<file path="config.mk">
export PLATFORM = sky130hd
export DESIGN_NAME = gpu_fill_engine
export DESIGN_NICKNAME = d
export VERILOG_FILES = /design/src/rtl/gpu_pkg.sv /design/src/rtl/gpu_fill_addr_gen.sv /design/src/rtl/gpu_fill_engine.sv
export SDC_FILE = /design/constraint.sdc
export NUM_CORES = 1
export LEC_CHECK = 0
export BUFFER_PORTS_ARGS = -buffer_cell sky130_fd_sc_hd__buf_4
export CAP_MARGIN = 15
export CORE_MARGIN = 3
export CORE_UTILIZATION = 25
export DETAILED_ROUTE_END_ITERATION = 6
export PLACE_DENSITY_LB_ADDON = 0.08
export SLEW_MARGIN = 0
export SYNTH_ARGS = -nofsm -noshare
export SYNTH_HDL_FRONTEND = slang
export SYNTH_HIERARCHICAL = 1
export SYNTH_SLANG_ARGS = --single-unit
</file>
<file path="constraint.sdc">
create_clock -name clk_bus -period 4.8 [get_ports clk_bus]
set_clock_uncertainty 0.2 [all_clocks]
set_input_delay 0.24 -clock clk_bus [delete_from_list [all_inputs] [get_ports clk_bus]]
set_output_delay 0.24 -clock clk_bus [all_outputs]
set_load 0.005 [all_outputs]
</file>
<file path="src/rtl/gpu_pkg.sv">
// Shared constants for the framebuffer rectangle fill engine: geometry,
// register map, control/status bit positions and FSM state encoding.
package gpu_pkg;

  localparam int ROW_WORDS = 25;
  localparam int ROWS      = 600;

  localparam logic [23:0] REG_BASE = 24'h50010;

  localparam logic [1:0] REG_POS     = 2'd0;
  localparam logic [1:0] REG_SIZE    = 2'd1;
  localparam logic [1:0] REG_PATTERN = 2'd2;
  localparam logic [1:0] REG_CTRL    = 2'd3;

  localparam int CTRL_START_BIT = 0;
  localparam int CTRL_INV_BIT   = 1;
  localparam int STAT_BUSY_BIT  = 0;
  localparam int STAT_ERR_BIT   = 1;

  localparam logic [13:0] ROW_WORDS_W = 14'(ROW_WORDS);

  typedef enum logic {
    ST_IDLE = 1'b0,
    ST_FILL = 1'b1
  } fill_state_t;

  // y*25 built from shifts so no multiplier is inferred.
  function automatic logic [13:0] row_base_of(input logic [9:0] y);
    logic [13:0] ye;
    ye = {4'b0, y};
    return (ye << 4) + (ye << 3) + ye;
  endfunction

endpackage

</file>
<file path="src/rtl/gpu_fill_addr_gen.sv">
// Row/column walker for a fill: keeps the running scanline base so the word
// index is base + x + col, and flags the final word of the rectangle.
module gpu_fill_addr_gen
  import gpu_pkg::*;
(
  input  logic        clk_bus,
  input  logic        rst,
  input  logic        start,
  input  logic        advance,
  input  logic [4:0]  x,
  input  logic [9:0]  y,
  input  logic [5:0]  w,
  input  logic [9:0]  h,
  output logic [13:0] word_index,
  output logic        last,
  output logic        row_odd
);

  logic [5:0]  col;
  logic [9:0]  row;
  logic [13:0] row_base;
  logic        col_last;
  logic        row_last;

  assign col_last   = (col == w - 6'd1);
  assign row_last   = (row == h - 10'd1);
  assign last       = col_last && row_last;
  assign word_index = row_base + {9'b0, x} + {8'b0, col};
  assign row_odd    = y[0] ^ row[0];

  always_ff @(posedge clk_bus) begin
    if (rst) begin
      col      <= '0;
      row      <= '0;
      row_base <= '0;
    end else if (start) begin
      col      <= '0;
      row      <= '0;
      row_base <= row_base_of(y);
    end else if (advance) begin
      if (col_last) begin
        col      <= '0;
        row      <= row + 10'd1;
        row_base <= row_base + ROW_WORDS_W;
      end else begin
        col <= col + 6'd1;
      end
    end
  end

endmodule

</file>
<file path="src/rtl/gpu_fill_engine.sv">
// Bus-side rectangle fill engine: passes CPU writes to the framebuffer when
// idle, streams a pattern into a rectangle on command. Option: FILL_ROWINV_EN.
module gpu_fill_engine
  import gpu_pkg::*;
(
  input  logic        clk_bus,
  input  logic        rst,
  input  logic [23:0] cpu_address,
  input  logic [31:0] cpu_data_i,
  input  logic        cpu_read,
  input  logic        cpu_write,
  output logic [31:0] cpu_data_o,
  output logic        cpu_stall,
  output logic [23:0] fb_address,
  output logic [31:0] fb_data,
  output logic        fb_write
);

  fill_state_t state, state_next;

  logic [4:0]  pos_x;
  logic [9:0]  pos_y;
  logic [5:0]  size_w;
  logic [9:0]  size_h;
  logic [31:0] pattern;
  logic        err;
  logic        inv;

  logic        is_reg;
  logic [1:0]  reg_sel;
  logic        busy;
  logic        ctrl_read;
  logic        start_req;
  logic        bounds_ok;
  logic        start_fill;
  logic        advance;
  logic [6:0]  x_end;
  logic [10:0] y_end;
  logic [31:0] status;
  logic [31:0] reg_rdata;
  logic [13:0] word_index;
  logic        last;
  logic        row_odd;

  assign is_reg    = (cpu_address >= REG_BASE) && (cpu_address <= REG_BASE + 24'd12);
  assign reg_sel   = cpu_address[3:2] - REG_BASE[3:2];
  assign busy      = (state == ST_FILL);
  assign ctrl_read = cpu_read && is_reg && (reg_sel == REG_CTRL);
  assign start_req = !busy && cpu_write && is_reg && (reg_sel == REG_CTRL)
                     && cpu_data_i[CTRL_START_BIT];

  assign x_end      = {2'b0, pos_x} + {1'b0, size_w};
  assign y_end      = {1'b0, pos_y} + {1'b0, size_h};
  assign bounds_ok  = (size_w != 6'd0) && (size_h != 10'd0)
                      && (x_end <= 7'(ROW_WORDS)) && (y_end <= 11'(ROWS));
  assign start_fill = start_req && bounds_ok;

  assign status = {30'b0, err, busy};

  always_comb begin
    reg_rdata = '0;
    case (reg_sel)
      REG_POS:     reg_rdata = {6'b0, pos_y, 11'b0, pos_x};
      REG_SIZE:    reg_rdata = {6'b0, size_h, 10'b0, size_w};
      REG_PATTERN: reg_rdata = pattern;
      default:     reg_rdata = status;
    endcase
  end

  gpu_fill_addr_gen u_addr_gen (
    .clk_bus    (clk_bus),
    .rst        (rst),
    .start      (start_fill),
    .advance    (advance),
    .x          (pos_x),
    .y          (pos_y),
    .w          (size_w),
    .h          (size_h),
    .word_index (word_index),
    .last       (last),
    .row_odd    (row_odd)
  );

  always_ff @(posedge clk_bus) begin
    if (rst) begin
      state   <= ST_IDLE;
      pos_x   <= '0;
      pos_y   <= '0;
      size_w  <= '0;
      size_h  <= '0;
      pattern <= '0;
      err     <= 1'b0;
      inv     <= 1'b0;
    end else begin
      state <= state_next;
      // Registers only change in IDLE; writes during a fill are stalled.
      if (!busy && cpu_write && is_reg) begin
        case (reg_sel)
          REG_POS: begin
            pos_x <= cpu_data_i[4:0];
            pos_y <= cpu_data_i[25:16];
          end
          REG_SIZE: begin
            size_w <= cpu_data_i[5:0];
            size_h <= cpu_data_i[25:16];
          end
          REG_PATTERN: pattern <= cpu_data_i;
          default: begin
            if (cpu_data_i[CTRL_START_BIT]) begin
              err <= !bounds_ok;
`ifdef FILL_ROWINV_EN
              inv <= cpu_data_i[CTRL_INV_BIT];
`else
              inv <= 1'b0;
`endif
            end
          end
        endcase
      end
    end
  end

  always_comb begin
    state_next = state;
    fb_address = cpu_address;
    fb_data    = cpu_data_i;
    fb_write   = 1'b0;
    cpu_stall  = 1'b0;
    cpu_data_o = '0;
    advance    = 1'b0;
    case (state)
      ST_IDLE: begin
        fb_write = cpu_write && !is_reg;
        if (cpu_read && is_reg) cpu_data_o = reg_rdata;
        if (start_fill) state_next = ST_FILL;
      end
      ST_FILL: begin
        fb_write   = 1'b1;
        fb_address = {8'd0, word_index, 2'b00};
        fb_data    = (inv && row_odd) ? ~pattern : pattern;
        advance    = 1'b1;
        cpu_stall  = (cpu_read || cpu_write) && !ctrl_read;
        if (ctrl_read) cpu_data_o = status;
        if (last) state_next = ST_IDLE;
      end
      default: state_next = ST_IDLE;
    endcase
    // Reset kills bus activity in the same cycle it is raised.
    if (rst) begin
      fb_write   = 1'b0;
      cpu_stall  = 1'b0;
      cpu_data_o = '0;
    end
  end

endmodule

</file>
======== Word level (Yosys, flattened, before mapping) ========
Cells that the tools add are included.
storage, ports and cells
  bits in registers ....................... 95
  input port bits ......................... 60
  output and inout bits ................... 90
  word-level logic and storage cells ...... 83
operators by class
  $add $sub $neg .......................... 11
  order comparisons ....................... 4
  equal/unequal tests ..................... 5
  muxes and demuxes ....................... 19
  bitwise gates (word level) .............. 2
  reductions and logical operators ........ 32
operator list
  kind                                                                  number
  2-to-1 mux 32 bit                                                     3
  one-hot mux 32 bit (3 select lines)                                   1
  one-hot mux 32 bit (2 select lines)                                   1
  2-to-1 mux 14 bit                                                     3
  greater-or-equal comparator 24 x 19 -> 1 bit (second input constant)  1
  <= comparator 24 x 19 -> 1 bit (second input constant)                1
  2-to-1 mux 24 bit                                                     1
  adder 14 x 10 -> 14 bit                                               1
  adder 14 x 13 -> 14 bit                                               1
  adder 14 x 5 -> 14 bit                                                1
  adder 14 x 5 -> 14 bit (second input constant)                        1
  adder 14 x 6 -> 14 bit                                                1
  logical AND 1 bit                                                     14
  adder 10 x 10 -> 11 bit                                               1
  <= comparator 11 x 10 -> 1 bit (second input constant)                1
  adder 10 x 1 -> 10 bit (second input constant)                        1
  == test 10 bit                                                        1
  AND reduction 2 bit                                                   5
  nonzero test 10 bit                                                   1
  subtractor 10 x 1 -> 10 bit (second input constant)                   1
  adder 5 x 6 -> 7 bit                                                  1
  <= comparator 7 x 5 -> 1 bit (second input constant)                  1
  adder 6 x 1 -> 6 bit (second input constant)                          1
  == test 6 bit                                                         1
  16 further kinds                                                      28

======== Longest topological paths before layout ========
  depth after elaboration ................. 8
  mapped depth ............................ 15
  depth with buffers taken out ............ 13

======== Cells and area by module ========
The synthesis kept the hierarchy.
modules (own cells, without submodules)
  module             instances  cells an instance  area an instance (sq um)  sequential area each (sq um)
  gpu_fill_engine    1          574                4385.5                    1301.2
  gpu_fill_addr_gen  1          378                3029.2                    600.6

======== Worst setup path after synthesis ========
No wires, ideal clock.
  path kind ............................... register to register
  start ................................... register pos_y[0]
  end ..................................... register u_addr_gen.col[4]
  library setup time ...................... 130 ps
  data arrival time ....................... 3134 ps
  required time ........................... 4470 ps
  path slack .............................. 1336 ps
  stages on the path, launching flop included .. 16
  buffers on the path ..................... 2
  period minus slack after synthesis ...... 3464 ps
  path through ............................ dfxtp_1 ha_1 fa_1 a21oi_1 o21a_1 or2_2 a211oi_1 or3_1 nor2_1 o21bai_1 a211oi_1 clkbuf_1 inv_1 nand2_1 clkbuf_1 nor3_1
between the ends
  longest elaborated chain between the ends .. 5
RTL lines
  what                                 line                     source
  from (decl)                          gpu_fill_engine.sv:22    logic [9:0] pos_y;
  from (signal assigned)               gpu_fill_engine.sv:101   pos_y <= cpu_data_i[25:16];
  adder 10 x 10 -> 11 bit              gpu_fill_engine.sv:53    assign y_end = {1'b0, pos_y} + {1'b0, size_h};
  <= comparator 11 x 10 -> 1 bit       gpu_fill_engine.sv:55    && (x_end <= 7'(ROW_WORDS)) && (y_end <= 11'(ROWS));
  logical AND 1 bit                    gpu_fill_engine.sv:55
  logical AND 1 bit                    gpu_fill_engine.sv:56    assign start_fill = start_req && bounds_ok;
  via start_fill                       gpu_fill_engine.sv:35    logic start_fill;
  OR reduction 2 bit (no source line)  --
  to (signal assigned)                 gpu_fill_addr_gen.sv:46  col <= col + 6'd1;
  to (decl)                            gpu_fill_addr_gen.sv:19  logic [5:0] col;
The timed path passes the listed nets, and every way through them passes these cells.
A chain may end at the register's enable or synchronous reset.

======== Worst setup path after layout ========
  start ................................... register size_h[0]
  end ..................................... register u_addr_gen.col[4]
between the ends
  longest elaborated chain between the ends .. 6
  elaborated cells between the ends (all ways) .. 8
  those cells by class .................... 1 x add/sub; 1 x order compare; 6 x reduce/logical
RTL lines
  what                                                                             line                    source
  from (decl)                                                                      gpu_fill_engine.sv:24   logic [9:0] size_h;
  from (signal assigned)                                                           gpu_fill_engine.sv:105  size_h <= cpu_data_i[25:16];
  parallel branches: the longest is 3 deep, another holds adder 10 x 10 -> 11 bit  --
  logical AND 1 bit (*)                                                            gpu_fill_engine.sv:55
  logical AND 1 bit (*)                                                            gpu_fill_engine.sv:56
  via start_fill                                                                   gpu_fill_engine.sv:35
  OR reduction 2 bit (no source line) (*)                                          --
Mark *: on every way through the listed nets, which the timed path passes.

==> metrics.md <==
| Metric | Value |
|---|---|
| Vias | `7168` |
| Total inserted antenna cells | `0` |
| Core area | `28940 um^2` |
| Worst r2r src | `size_h[0]` |
| First-pass GRT wire length | `39850 um` |
| Die area | `31730 um^2` |
| Vias per std cell | `4.801` |
| Site Rows | `62` |
| Endpoints failing setup | `0` |
| Clk_lat worst skew | `0.36 ns` |
| Min cycle time layout | `3.889 ns` |
| Fmax | `257.1 MHz` |
| Routability cong. | `0.7960` |
| Non-Filler Instances | `1493` |
| CP delay by family, top | `simple AND/OR/NAND/NOR gates` |
| Post-CTS Setup Bufs | `0` |
| Worst Min Path Start | `rst` |
| Die Y | `178.1 um` |
| HPWL after DPL | `19000 um` |
| R2R Path End | `u_addr_gen/col[4]` |
| Mapped Nets | `1066` |
| CP Cell Sequence | `ha_1, fa_1, nand2_1, or4_1, o41ai_1, o21ai_0, a21oi_1, nor2_1, nor3b_1, a211oi_2, inv_1, nand2_1, nor3_1` |
| Register-to-Register Setup Slack | `0.91 ns` |
| VDD IR max | `0.0001323 V` |
| Inst Count DP | `1444` |
| Num Clock Sinks | `95` |
| Req. time, crit path | `4.87 ns` |
| Share of cells above drive strength 1 | `0.2137` |
| Met3 wire len | `1207 um` |
| Wirelength per Cell | `17.24 um` |
| Initial Util | `0.2559` |
| Actual slew at the worst max-slew pin | `0.8299 ns` |
| Most frequent cells in the layout | `164 x nand2_1, 159 x buf_4, 112 x a21oi_1, 94 x dfxtp_1, 63 x nor2_1` |
| Commonest non-fill, non-tap cell in the layout | `nand2_1` |
| Cts hold-fix bufs | `32` |
| Die width | `178.1 um` |
| Largest stage delay, worst path | `0.51 ns` |
| Critical path capture point type | `flip-flop` |
| Mean Syn Cell Area | `7.787 um^2` |
| Max Transition Viols Final | `0` |
| Synth warn | `6` |
| Nets | `1219` |
| H-Tree Depth | `3` |
| Status | `completed` |
| GR Overflow Total | `0` |
| Highest metal used | `met4` |
| P per Cell Area | `178.3 nW/um^2` |
| Post-cts resize count | `0` |
| CP dominant cell by count | `nand2_1` |
| Final WL | `25730 um` |
| CTS tree | `yes` |
| Min-delay worst type | `input port to flip-flop` |
| Relative slew slack | `0.4324` |
| IO buf count | `149` |
| Worst hold stages | `2` |
| Max clock buf depth | `2` |
| Largest net degree at the start of global routing | `50` |
| Area growth from synthesis to final layout | `28.16%` |
| Startpoint Class | `flip-flop` |
| Initial antenna violation count | `0` |
| Leakage power | `3.870 nW` |
| Synth Cell Area | `7406 um^2` |
| Reg2reg path depth | `13` |
| Seq pwr share | `0.465` |
| Period utilization | `0.8102` |
| Clock power share | `0.431` |
| Total CTS buffers | `9` |
| Net Sw Frac | `0.2612` |
| Met1 wire length | `12740 um` |
| CTS Root Cell | `clkbuf_16` |
| DRT Pass-1 Iters | `5` |
| Synthesized netlist cell count | `951` |
| Hold Vio Cnt, Final | `0` |
| Initial DRC count | `390` |
| Tot GR Track Use | `0.1592` |
| Setup TNS | `0 ns` |
| Comb pwr share | `0.105` |
| Vias in the first global route | `7164` |
| Crit path max fanout | `16` |
| NetSw | `442.1 uW` |
| Crit path max-delay cell type | `or4_1` |
| Arr. time, crit path | `3.96 ns` |
| Max cap viols | `0` |
| Setup Crit Path Kind | `flip-flop to flip-flop` |
| Boundary Pins | `150` |
| # DRC | `0` |
| Routed wl met2 | `11500 um` |
| Detail Route Antenna Nets | `0` |
| Clk slew on worst S/H paths | `0.08 ns` |
| CP Buf/Inv Count | `1` |
| RSZ-0062 raised after global routing | `no` |
| Worst Hold End | `pattern[11]` |
| Int Pwr | `1.251 mW` |
==> worst register-to-register path, stage by stage, from the launching register on <==
cell	delay, ns
dfxtp_1	0.49
ha_1	0.28
fa_1	0.29
nand2_1	0.06
or4_1	0.51
o41ai_1	0.07
o21ai_0	0.13
a21oi_1	0.25
nor2_1	0.09
nor3b_1	0.24
a211oi_2	0.07
inv_1	0.39
nand2_1	0.44
nor3_1	0.28
==> state kept, by name (all words and copies together) (netlist names) <==
name	cells
pattern	32
u_addr_gen/row_base	14
pos_y	10
size_h	10
u_addr_gen/row	10
size_w	6
u_addr_gen/col	6
pos_x	5
busy	1
err	1
==> area by class of cell <==
type	instances	area, um^2
clock buffers	10	229.0
flip-flops and latches	95	1906
repair buffers	192	1525
well taps	384	480.5
clock inverters	6	51.30
multi-input cells	765	5146
inverters	41	153.9
fillers	3061	19440
==> how the worst max path moves through the flow <==
| stage | start | end | slack (ns) | depth (start not counted) |
|---|---|---|---|---|
| after floorplan | size_h[4] | u_addr_gen/col[4] | 1.34 | 14 |
| after global placement | pos_y[0] | u_addr_gen/col[5] | 0.92 | 13 |
| after detailed placement | size_h[0] | u_addr_gen/col[4] | 0.89 | 13 |
| after CTS | size_h[0] | u_addr_gen/col[4] | 0.83 | 13 |
| after global routing | size_h[0] | u_addr_gen/col[5] | 0.37 | 13 |
| final | size_h[0] | u_addr_gen/col[4] | 0.91 | 13 |
==> per-layer routing <==
metal / GRT usage / vias to the layer above
met5: 0 / -
met2: 0.2558 / 159
met3: 0.03555 / 15
met1: 0.2185 / 3353
li1: - / 3641
met4: 0.03403 / 0
==> power by group through the flow <==
stage | Clock [mW] | Sequential [mW] | Combinational [mW]
2_1_floorplan | 0 | 0.806 | 0.0547
3_3_place_gp | 0 | 0.805 | 0.158
3_5_place_dp | 0 | 0.805 | 0.157
4_1_cts | 0.760 | 0.787 | 0.178
5_1_grt | 0.780 | 0.787 | 0.194
6_report | 0.729 | 0.787 | 0.177
==> through the flow <==
| step | area (um^2) | utilization | total power [mW] | hold WS [ns] | worst slack [ns] |
|---|---|---|---|---|---|
| after floorplan | 7406 | - | 0.8605 | 0.1805 | 1.337 |
| after global placement | 8880 | 0.3069 | 0.9632 | 0.2538 | 0.9210 |
| after detailed placement | 8880 | 0.3069 | 0.9623 | 0.2529 | 0.8868 |
| after CTS | 9480 | 0.3276 | 1.725 | 0.07449 | 0.8340 |
| after global routing | 9492 | 0.3280 | 1.760 | 0.09557 | 0.3742 |
| final | 9492 | 0.3280 | 1.693 | 0.08952 | 0.9109 |
(Power assumes the default switching activity.)
